**config.mk**
```make
export PLATFORM = sky130hd
export DESIGN_NAME = pipe_stage_reg_flat
export DESIGN_NICKNAME = d
export VERILOG_FILES = /design/src/rtl/pipe_stage_if.sv /design/src/rtl/pipe_stage_reg.sv /design/src/flat_wrapper.sv
export SDC_FILE = /design/constraint.sdc
export NUM_CORES = 1
export LEC_CHECK = 0
export CAP_MARGIN = 15
export CORE_ASPECT_RATIO = 1.1
export CORE_UTILIZATION = 53
export CTS_CLUSTER_DIAMETER = 50
export DETAILED_ROUTE_END_ITERATION = 7
export GPL_ROUTABILITY_DRIVEN = 1
export PLACE_DENSITY = 0.85
export SETUP_SLACK_MARGIN = 0.3
export SLEW_MARGIN = 15
export SYNTH_ARGS = -nofsm -noshare
export SYNTH_HDL_FRONTEND = slang
export SYNTH_SLANG_ARGS = --single-unit
```
**constraint.sdc**
```tcl
create_clock -name clk -period 9.6 [get_ports clk]
set_input_delay 1.44 -clock clk [delete_from_list [all_inputs] [get_ports clk]]
set_output_delay 1.44 -clock clk [all_outputs]
set_load 0.01 [all_outputs]
```
**src/rtl/pipe_stage_if.sv**
```systemverilog
// Handshake and payload bundle between an upstream producer, the pipeline
// register stage and its downstream consumer.
interface pipe_stage_if #(
  parameter int DATA_W = 32,
  parameter int IMM_W  = 16,
  parameter int SEL_W  = 5,
  parameter int OP_W   = 3
);
  // upstream side
  logic              in_valid;
  logic              in_ready;
  logic [DATA_W-1:0] in_rd1;
  logic [DATA_W-1:0] in_rd2;
  logic [IMM_W-1:0]  in_imm;
  logic              in_datasrc;
  logic [OP_W-1:0]   in_aluop;
  logic [SEL_W-1:0]  in_wsel;
  logic              in_we;

  // downstream side
  logic              out_valid;
  logic              out_ready;
  logic [DATA_W-1:0] out_rd1;
  logic [DATA_W-1:0] out_rd2;
  logic [DATA_W-1:0] out_imm_ext;
  logic              out_datasrc;
  logic [OP_W-1:0]   out_aluop;
  logic [SEL_W-1:0]  out_wsel;
  logic              out_we;

  // producer/consumer environment around the stage
  modport master (
    output in_valid, in_rd1, in_rd2, in_imm, in_datasrc, in_aluop, in_wsel, in_we,
    input  in_ready,
    input  out_valid, out_rd1, out_rd2, out_imm_ext, out_datasrc, out_aluop,
           out_wsel, out_we,
    output out_ready
  );

  // the pipeline stage itself
  modport slave (
    input  in_valid, in_rd1, in_rd2, in_imm, in_datasrc, in_aluop, in_wsel, in_we,
    output in_ready,
    output out_valid, out_rd1, out_rd2, out_imm_ext, out_datasrc, out_aluop,
           out_wsel, out_we,
    input  out_ready
  );
endinterface

```
**src/rtl/pipe_stage_reg.sv**
```systemverilog
// Two-entry skid-buffer pipeline register between decode and execute.
// The main register drives the outputs; the skid register absorbs the one
// entry that may arrive in the cycle downstream stops accepting, so in_ready
// can be a plain register with no combinational path from out_ready.
//
// state | meaning
// EMPTY | no entry held, out_valid=0, in_ready=1
// ONE   | main holds an entry, skid unused, in_ready=1
// FULL  | main and skid both hold entries, in_ready=0
module pipe_stage_reg #(
  parameter int DATA_W = 32,
  parameter int IMM_W  = 16,
  parameter int SEL_W  = 5,
  parameter int OP_W   = 3
) (
  input  logic        clk,
  input  logic        rst,
  input  logic        flush,
  pipe_stage_if.slave bus,
  output logic [15:0] stall_cnt
);

  typedef enum logic [1:0] {
    EMPTY = 2'd0,
    ONE   = 2'd1,
    FULL  = 2'd2
  } state_t;

  typedef struct packed {
    logic [DATA_W-1:0] rd1;
    logic [DATA_W-1:0] rd2;
    logic [DATA_W-1:0] imm_ext;
    logic              datasrc;
    logic [OP_W-1:0]   aluop;
    logic [SEL_W-1:0]  wsel;
    logic              we;
  } entry_t;

  state_t            state;
  entry_t            main_q;
  entry_t            skid_q;
  entry_t            in_entry;
  logic              in_ready_q;
  logic              out_valid_q;
  logic              in_fire;
  logic              out_fire;
  logic [DATA_W-1:0] imm_ext;

  // The immediate is widened once, at capture, so the held entry is already
  // in execute-stage form.
  generate
    if (IMM_W == DATA_W) begin : g_imm_pass
      assign imm_ext = bus.in_imm;
    end else begin : g_imm_sext
      assign imm_ext = {{(DATA_W-IMM_W){bus.in_imm[IMM_W-1]}}, bus.in_imm};
    end
  endgenerate

  assign in_entry = '{
    rd1:     bus.in_rd1,
    rd2:     bus.in_rd2,
    imm_ext: imm_ext,
    datasrc: bus.in_datasrc,
    aluop:   bus.in_aluop,
    wsel:    bus.in_wsel,
    we:      bus.in_we
  };

  assign in_fire  = bus.in_valid & in_ready_q;
  assign out_fire = out_valid_q & bus.out_ready;

  // Occupancy FSM: moves entries between input, skid and main, and registers
  // the handshake outputs alongside the next state.
  always_ff @(posedge clk or posedge rst) begin
    if (rst) begin
      state       <= EMPTY;
      main_q      <= '0;
      skid_q      <= '0;
      in_ready_q  <= 1'b1;
      out_valid_q <= 1'b0;
    end else if (flush) begin
      // Payload bits are left as they are; only the write enables are
      // dropped so a flushed entry can never commit a register write.
      state       <= EMPTY;
      main_q.we   <= 1'b0;
      skid_q.we   <= 1'b0;
      in_ready_q  <= 1'b1;
      out_valid_q <= 1'b0;
    end else begin
      case (state)
        EMPTY: begin
          if (in_fire) begin
            main_q      <= in_entry;
            state       <= ONE;
            in_ready_q  <= 1'b1;
            out_valid_q <= 1'b1;
          end
        end
        ONE: begin
          if (in_fire && out_fire) begin
            main_q      <= in_entry;
            state       <= ONE;
            in_ready_q  <= 1'b1;
            out_valid_q <= 1'b1;
          end else if (in_fire) begin
            skid_q      <= in_entry;
            state       <= FULL;
            in_ready_q  <= 1'b0;
            out_valid_q <= 1'b1;
          end else if (out_fire) begin
            // Going empty: the stale main entry must not look like a write.
            main_q.we   <= 1'b0;
            state       <= EMPTY;
            in_ready_q  <= 1'b1;
            out_valid_q <= 1'b0;
          end
        end
        FULL: begin
          // in_ready is low here, so only the output side can move.
          if (out_fire) begin
            main_q      <= skid_q;
            state       <= ONE;
            in_ready_q  <= 1'b1;
            out_valid_q <= 1'b1;
          end
        end
        default: begin
          state       <= EMPTY;
          main_q.we   <= 1'b0;
          skid_q.we   <= 1'b0;
          in_ready_q  <= 1'b1;
          out_valid_q <= 1'b0;
        end
      endcase
    end
  end

  // Saturating count of backpressure cycles; only a reset clears it.
  always_ff @(posedge clk or posedge rst) begin
    if (rst) begin
      stall_cnt <= 16'd0;
    end else if (out_valid_q && !bus.out_ready && (stall_cnt != 16'hFFFF)) begin
      stall_cnt <= stall_cnt + 16'd1;
    end
  end

  assign bus.in_ready    = in_ready_q;
  assign bus.out_valid   = out_valid_q;
  assign bus.out_rd1     = main_q.rd1;
  assign bus.out_rd2     = main_q.rd2;
  assign bus.out_imm_ext = main_q.imm_ext;
  assign bus.out_datasrc = main_q.datasrc;
  assign bus.out_aluop   = main_q.aluop;
  assign bus.out_wsel    = main_q.wsel;
  assign bus.out_we      = main_q.we;

endmodule

```
**src/flat_wrapper.sv**
```systemverilog
// flat-port wrapper written by rule: the top's interface ports become plain ports
module pipe_stage_reg_flat 
#(
  parameter int DATA_W = 32,
  parameter int IMM_W  = 16,
  parameter int SEL_W  = 5,
  parameter int OP_W   = 3
)
  (clk, rst, flush, stall_cnt, bus_in_valid, bus_in_rd1, bus_in_rd2, bus_in_imm, bus_in_datasrc, bus_in_aluop, bus_in_wsel, bus_in_we, bus_in_ready, bus_out_valid, bus_out_rd1, bus_out_rd2, bus_out_imm_ext, bus_out_datasrc, bus_out_aluop, bus_out_wsel, bus_out_we, bus_out_ready);
  pipe_stage_if #(.DATA_W(DATA_W), .IMM_W(IMM_W), .SEL_W(SEL_W), .OP_W(OP_W)) bus_i ();
  input  logic clk;
  input  logic rst;
  input  logic flush;
  output logic [15:0] stall_cnt;
  input wire logic [$bits(bus_i.in_valid)-1:0] bus_in_valid;
  input wire logic [$bits(bus_i.in_rd1)-1:0] bus_in_rd1;
  input wire logic [$bits(bus_i.in_rd2)-1:0] bus_in_rd2;
  input wire logic [$bits(bus_i.in_imm)-1:0] bus_in_imm;
  input wire logic [$bits(bus_i.in_datasrc)-1:0] bus_in_datasrc;
  input wire logic [$bits(bus_i.in_aluop)-1:0] bus_in_aluop;
  input wire logic [$bits(bus_i.in_wsel)-1:0] bus_in_wsel;
  input wire logic [$bits(bus_i.in_we)-1:0] bus_in_we;
  output wire logic [$bits(bus_i.in_ready)-1:0] bus_in_ready;
  output wire logic [$bits(bus_i.out_valid)-1:0] bus_out_valid;
  output wire logic [$bits(bus_i.out_rd1)-1:0] bus_out_rd1;
  output wire logic [$bits(bus_i.out_rd2)-1:0] bus_out_rd2;
  output wire logic [$bits(bus_i.out_imm_ext)-1:0] bus_out_imm_ext;
  output wire logic [$bits(bus_i.out_datasrc)-1:0] bus_out_datasrc;
  output wire logic [$bits(bus_i.out_aluop)-1:0] bus_out_aluop;
  output wire logic [$bits(bus_i.out_wsel)-1:0] bus_out_wsel;
  output wire logic [$bits(bus_i.out_we)-1:0] bus_out_we;
  input wire logic [$bits(bus_i.out_ready)-1:0] bus_out_ready;
  assign bus_i.in_valid = bus_in_valid;
  assign bus_i.in_rd1 = bus_in_rd1;
  assign bus_i.in_rd2 = bus_in_rd2;
  assign bus_i.in_imm = bus_in_imm;
  assign bus_i.in_datasrc = bus_in_datasrc;
  assign bus_i.in_aluop = bus_in_aluop;
  assign bus_i.in_wsel = bus_in_wsel;
  assign bus_i.in_we = bus_in_we;
  assign bus_in_ready = bus_i.in_ready;
  assign bus_out_valid = bus_i.out_valid;
  assign bus_out_rd1 = bus_i.out_rd1;
  assign bus_out_rd2 = bus_i.out_rd2;
  assign bus_out_imm_ext = bus_i.out_imm_ext;
  assign bus_out_datasrc = bus_i.out_datasrc;
  assign bus_out_aluop = bus_i.out_aluop;
  assign bus_out_wsel = bus_i.out_wsel;
  assign bus_out_we = bus_i.out_we;
  assign bus_i.out_ready = bus_out_ready;
  pipe_stage_reg #(.DATA_W(DATA_W), .IMM_W(IMM_W), .SEL_W(SEL_W), .OP_W(OP_W)) u_core (.clk(clk), .rst(rst), .flush(flush), .bus(bus_i), .stall_cnt(stall_cnt));
endmodule
```
Yosys cells after proc, flatten, opt, wreduce, memory -nomap -nowiden

Cells that the tools add are included.

Output and inout bits: 124
Input bits: 95
Register bits: 216
Word-level logic and storage cells: 80

Add/subtract/negate cells: 1
Reductions and logical operators: 12
Eq/ne operators: 14
Multiplexer cells: 31
Bitwise operators: 4

Operator list:

| kind                                                | number |
|---|---|
| one-hot mux 105 bit (3 select lines)                | 1 |
| two-way mux 106 bit                                 | 2 |
| two-way mux 105 bit                                 | 1 |
| adder 16 x 1 -> 16 bit, second input constant       | 1 |
| two-way mux 1 bit                                   | 16 |
| != test 16 bit, second input constant               | 1 |
| two-way mux 2 bit                                   | 6 |
| != test 3 x 2 -> 1 bit, second input constant       | 3 |
| one-hot mux 1 bit (3 select lines)                  | 3 |
| != test 2 x 1 -> 1 bit, second input constant       | 4 |
| AND reduction 4 bit                                 | 2 |
| one-hot mux 2 bit (3 select lines)                  | 1 |
| AND reduction 3 bit                                 | 2 |
| != test 5 x 2 -> 1 bit, second input constant       | 1 |
| AND reduction 5 bit                                 | 1 |
| != test 4 x 2 -> 1 bit, second input constant       | 1 |
| != test 4 bit, second input constant                | 1 |
| logical AND 1 bit                                   | 3 |
| != test 3 bit, second input constant                | 1 |
| nonzero test 3 bit                                  | 1 |
| bitwise AND 1 bit                                   | 2 |
| equality test 2 x 1 -> 1 bit, second input constant | 1 |
| equality test 2 bit, second input constant          | 1 |
| zero test 2 bit                                     | 1 |
| other kinds (4)                                     | 5 |

Logic depth before layout (Yosys ltp)

Depth in word-level cells: 6
Mapped depth: 9
Gate-level depth less buffers: 6

Worst setup path after synthesis

Ideal clock, no wire load.

Kind: input-to-reg
Start: input flush
End: register u_core.main_q (netlist bit u_core.bus.out_rd2[10])
Stages: 6
Library setup time: 77 ps
Slack: 6908 ps
Path buffers: 2
Data arrival time: 2615 ps
Cell sequence: or2_2 -> a2111oi_4 -> buf_2 -> buf_2 -> nor2_1 -> a21oi_1

Word-level cells in the longest chain between the ends: 2

Ends and longest elaborated chain:

| what                          | RTL line              | source |
|---|---|---|
| start, declared               | flat_wrapper.sv:13    | `input logic flush;` |
| NOT 1 bit (no line)           | --                    |  |
| AND reduction 5 bit (no line) | --                    |  |
| end signal, assigned          | pipe_stage_reg.sv:93  | `main_q <= in_entry;` |
| end signal, assigned          | pipe_stage_reg.sv:101 | `main_q <= in_entry;` |
| end signal, assigned          | pipe_stage_reg.sv:121 | `main_q <= skid_q;` |
| end, declared                 | pipe_stage_reg.sv:40  | `entry_t main_q;` |

Every way passes these cells.
A chain may end at the register's enable or synchronous reset.

Worst setup path in the final report

Start: input bus_out_ready
End: register u_core.main_q (netlist bit u_core.bus.out_rd1[19])

Word-level cells in the longest chain between the ends: 4

Ends and longest elaborated chain:

| what                              | RTL line              | source |
|---|---|---|
| start, declared                   | flat_wrapper.sv:32    | `input wire logic [$bits(bus_i.out_ready)-1:0] bus_out_ready;` |
| bitwise AND 1 bit (*)             | pipe_stage_reg.sv:70  | `assign out_fire = out_valid_q & bus.out_ready;` |
| logical AND 1 bit                 | pipe_stage_reg.sv:100 | `if (in_fire && out_fire) begin` |
| != test 2 x 1 -> 1 bit (no line)  | --                    |  |
| AND reduction 5 bit (no line) (*) | --                    |  |

Mark *: on every way between the ends. The rest lies on a longest branch, timed or not.

==> qor.yml <==
clock_network:
  cts_max_level: 4
  cts.sinks: 200
  holdBufCountCts: 0
  numCtsBuffers: 17
  cts-root-buf: "clkbuf_16"
  clk_pin_slew_ns: 0.07
  cts_tree: "built"
  cts_resized: 0
  clk_latency_ns: 0.43
  cts_setup_buffers: 0
  clock_path_buffers: 2
grt:
  grt_use_met2_pct: 38.1
  grt_pass1_vias: 6098
  grtUsageMet1_pct: 28.4
  antenna_found_initial: 0
  grt_max_degree: 131
  grt-ovfl-total: 0
  track_usage_pct: 23.0
  grt_pass1_wl_um: 30900
  grt_use_met3_pct: 8.33
  grt.busiest_layer: "met2"
floorplanning:
  initial_core_util_pct: 55.1
  coreArea_mm2: 0.0159
  die_h_um: 137
  io_pins: 219
  die_area_mm2: 0.0171
  fp.dieW_um: 125
  placementRows: 48
sta:
  worst_slack_ns: 5.40
  relSlewSlack_pct: 32.6
  timing.final.crit_period_ns: 4.20
  finalClockSkew_ns: 0.00919
  finalSetupViolCount: 0
  rsz0062_at_grt: "false"
  min_period_over_period_pct: 43.8
  fin_tns_setup_ns: 0
  max_freq_ghz: 0.238
  finalMaxSlewViolations: 0
  hold_violations: 0
  worst_pin_slew_ns: 1.01
cells_and_area:
  syn_to_final_growth_pct: 31.7
  final_cell_mix: "clkdlybuf4s50_1 (218), dfrtp_1 (199), a21oi_1 (101)"
  fin_nets: 1017
  drive_above_1_share_pct: 15.2
  final_common_cell: "clkdlybuf4s50_1"
  nFillCells: 1116
  antennaDiodeCount: 0
synth:
  ys_seq_area_share_pct: 57.1
  syn_inst: 732
  synth.distinct_cells: 42
  yosys_warnings: 0
  syn_nets: 832
  ys_seq_elements: 200
  synth.avg_cell_area_um2: 12.0
  syn_area_mm2: 0.00877
hold_path:
  hold-path-endpoint: "u_core.skid_q[44]$_DFFE_PP0P_"
  whs_path_depth: 1
  hp-class: "reg2reg"
  hp-start: "u_core.skid_q[44]$_DFFE_PP0P_"
placed_design:
  globalplace.congestion: 0.898
  io_buffer_count: 218
  place_hpwl_um: 12700
  place_ws_ns: 4.99
pwr:
  p_per_area_mw_per_mm2: 310
  leakage_nw: 4.65
  ir_worst_vdd_uv: 173
routing:
  routed_via_density: 5.53
  detail-route-antenna-nets: 0
  drt_iter0_markers: 337
  firstDrtPassIters: 5
  dr_total_vias: 6246
  avgRoutedWirePerCell_um: 17.1
  routed_wl_um: 19300
  drc: 0
worst_setup_path:
  worst_ep_required_time_ns: 9.95
  worstPathArrival_ns: 4.55
  critPathKind: "in2reg"
  r2r-end: "u_core.bus.out_rd1[19]$_DFFE_PP0P_"
  r2r_cells: 8
  r2r_slack_ns: 6.03
  endpoint_kind: "flip-flop"
  critPathMaxFanout: 97
  cp-start-kind: "primary input"
  r2r_start: "u_core.state[0]$_DFFE_PP0P_"
run:
  cap_violations: 0
status:
  outcome: "finished, final reports clean"
## layer usage
metal,vias up,routed length [µm]
met5,-,0
met4,0,167
met3,16,1620
met2,192,9580
met1,3101,7970
li1,2937,-
## final cells by class
class / count / area [µm²] / area share, %
clock inverter: 13 / 143 / 1.23
timing repair buffer: 223 / 2220 / 19.2
multi-input combinational: 472 / 3460 / 30.0
inverter: 3 / 18.8 / 0.162
clock buffer: 19 / 453 / 3.92
sequential: 200 / 5010 / 43.3
tap: 200 / 250 / 2.17
## flip-flops by register name, indices dropped and copies added, names as in the netlist
register and cells:
u_core.bus.out_aluop 3, u_core.stall_cnt 16, u_core.bus.in_ready 1, u_core.bus.out_wsel 5, u_core.state 2, u_core.skid_q 90
u_core.bus.out_valid 1, u_core.bus.out_we 1, u_core.bus.out_datasrc 1, u_core.bus.out_imm_ext 16, u_core.bus.out_rd2 32, u_core.bus.out_rd1 32
## logic make-up after synthesis
family	synth area share, %
flops	57.1
mux	22.2
simple gates	7.45
compound gates	8.10
buf+inv	3.67
xor+xnor	0.799
fa+ha+maj	0.713
## worst max-delay path: stages
cell	delay (ns)
clkdlybuf4s50_1	0.64
nand4_1	0.21
a2111oi_4	0.37
buf_4	0.68
buf_4	0.85
nor2_1	0.12
a21oi_1	0.17
## cell usage after synthesis, drive strengths merged
| cell | instances | area, µm² |
|---|---|---|
| dfrtp | 199 | 4980 |
| xnor2 | 3 | 26.3 |
| or2 | 4 | 25.0 |
| a21bo | 1 | 10.0 |
| or3b | 1 | 8.76 |
| o31ai | 2 | 15.0 |
| o21bai | 2 | 15.0 |
| a31oi | 2 | 12.5 |
| a21oi | 101 | 505 |
| nand2b | 5 | 31.3 |
| buf | 42 | 254 |
| a211oi | 1 | 7.51 |
| a21boi | 5 | 37.5 |
| o211ai | 2 | 15.0 |
| clkbuf | 15 | 56.3 |
| and3 | 2 | 12.5 |
| or3 | 2 | 12.5 |
| a22oi | 1 | 7.51 |
| ha | 5 | 62.6 |
| a22o | 1 | 8.76 |
| nand4b | 1 | 8.76 |
| and2 | 2 | 12.5 |
| mux2 | 93 | 1050 |
| o21ai | 8 | 40.0 |
| nand4 | 5 | 31.3 |
| nand2 | 8 | 30.0 |
| inv | 3 | 11.3 |
| nor3 | 4 | 20.0 |
| mux2i | 90 | 901 |
| nand3 | 9 | 45.0 |
| and4 | 1 | 8.76 |
| a41oi | 1 | 8.76 |
| dfstp | 1 | 26.3 |
| or4 | 1 | 7.51 |
| nor2b | 2 | 12.5 |
| xor2 | 5 | 43.8 |
| nor4 | 3 | 18.8 |
| a2111oi | 1 | 27.5 |
| nor2 | 98 | 368 |
## where the power goes
group	internal [mW]	switching, mW	total (mW)	leakage [nW]
clock network	0.401	0.317	0.719	0.296
registers	1.24	0.238	1.48	2.34
logic	0.776	0.606	1.38	2.01
## how the worst max path moves through the flow
stage	end	startpoint	slack (ns)	cells after the start
2_1_floorplan	u_core.bus.out_aluop[0]$_DFFE_PP0P_	rst	2.71	1
3_3_place_gp	u_core.bus.out_rd2[31]$_DFFE_PP0P_	bus_out_ready	5.18	7
3_5_place_dp	u_core.bus.out_rd1[19]$_DFFE_PP0P_	bus_out_ready	4.99	7
4_1_cts	u_core.bus.out_rd1[19]$_DFFE_PP0P_	bus_out_ready	5.46	7
5_1_grt	u_core.bus.out_rd1[28]$_DFFE_PP0P_	bus_out_ready	5.19	7
6_report	u_core.bus.out_rd1[19]$_DFFE_PP0P_	bus_out_ready	5.40	7
## through the flow
step | area, µm² | instances | hold WS (ns) | total power [mW] | utilization, %
after floorplan | 8770 | 732 | 0.479 | 2.24 | -
after global placement | 11000 | 1098 | 0.486 | 2.81 | 68.8
after detailed placement | 11000 | 1098 | 0.493 | 2.87 | 68.8
after CTS | 11600 | 1130 | 0.508 | 3.60 | 72.6
after global routing | 11600 | 1130 | 0.513 | 3.79 | 72.6
final | 11600 | 1130 | 0.507 | 3.58 | 72.6
Note: power is estimated with default switching activity, not from simulation.
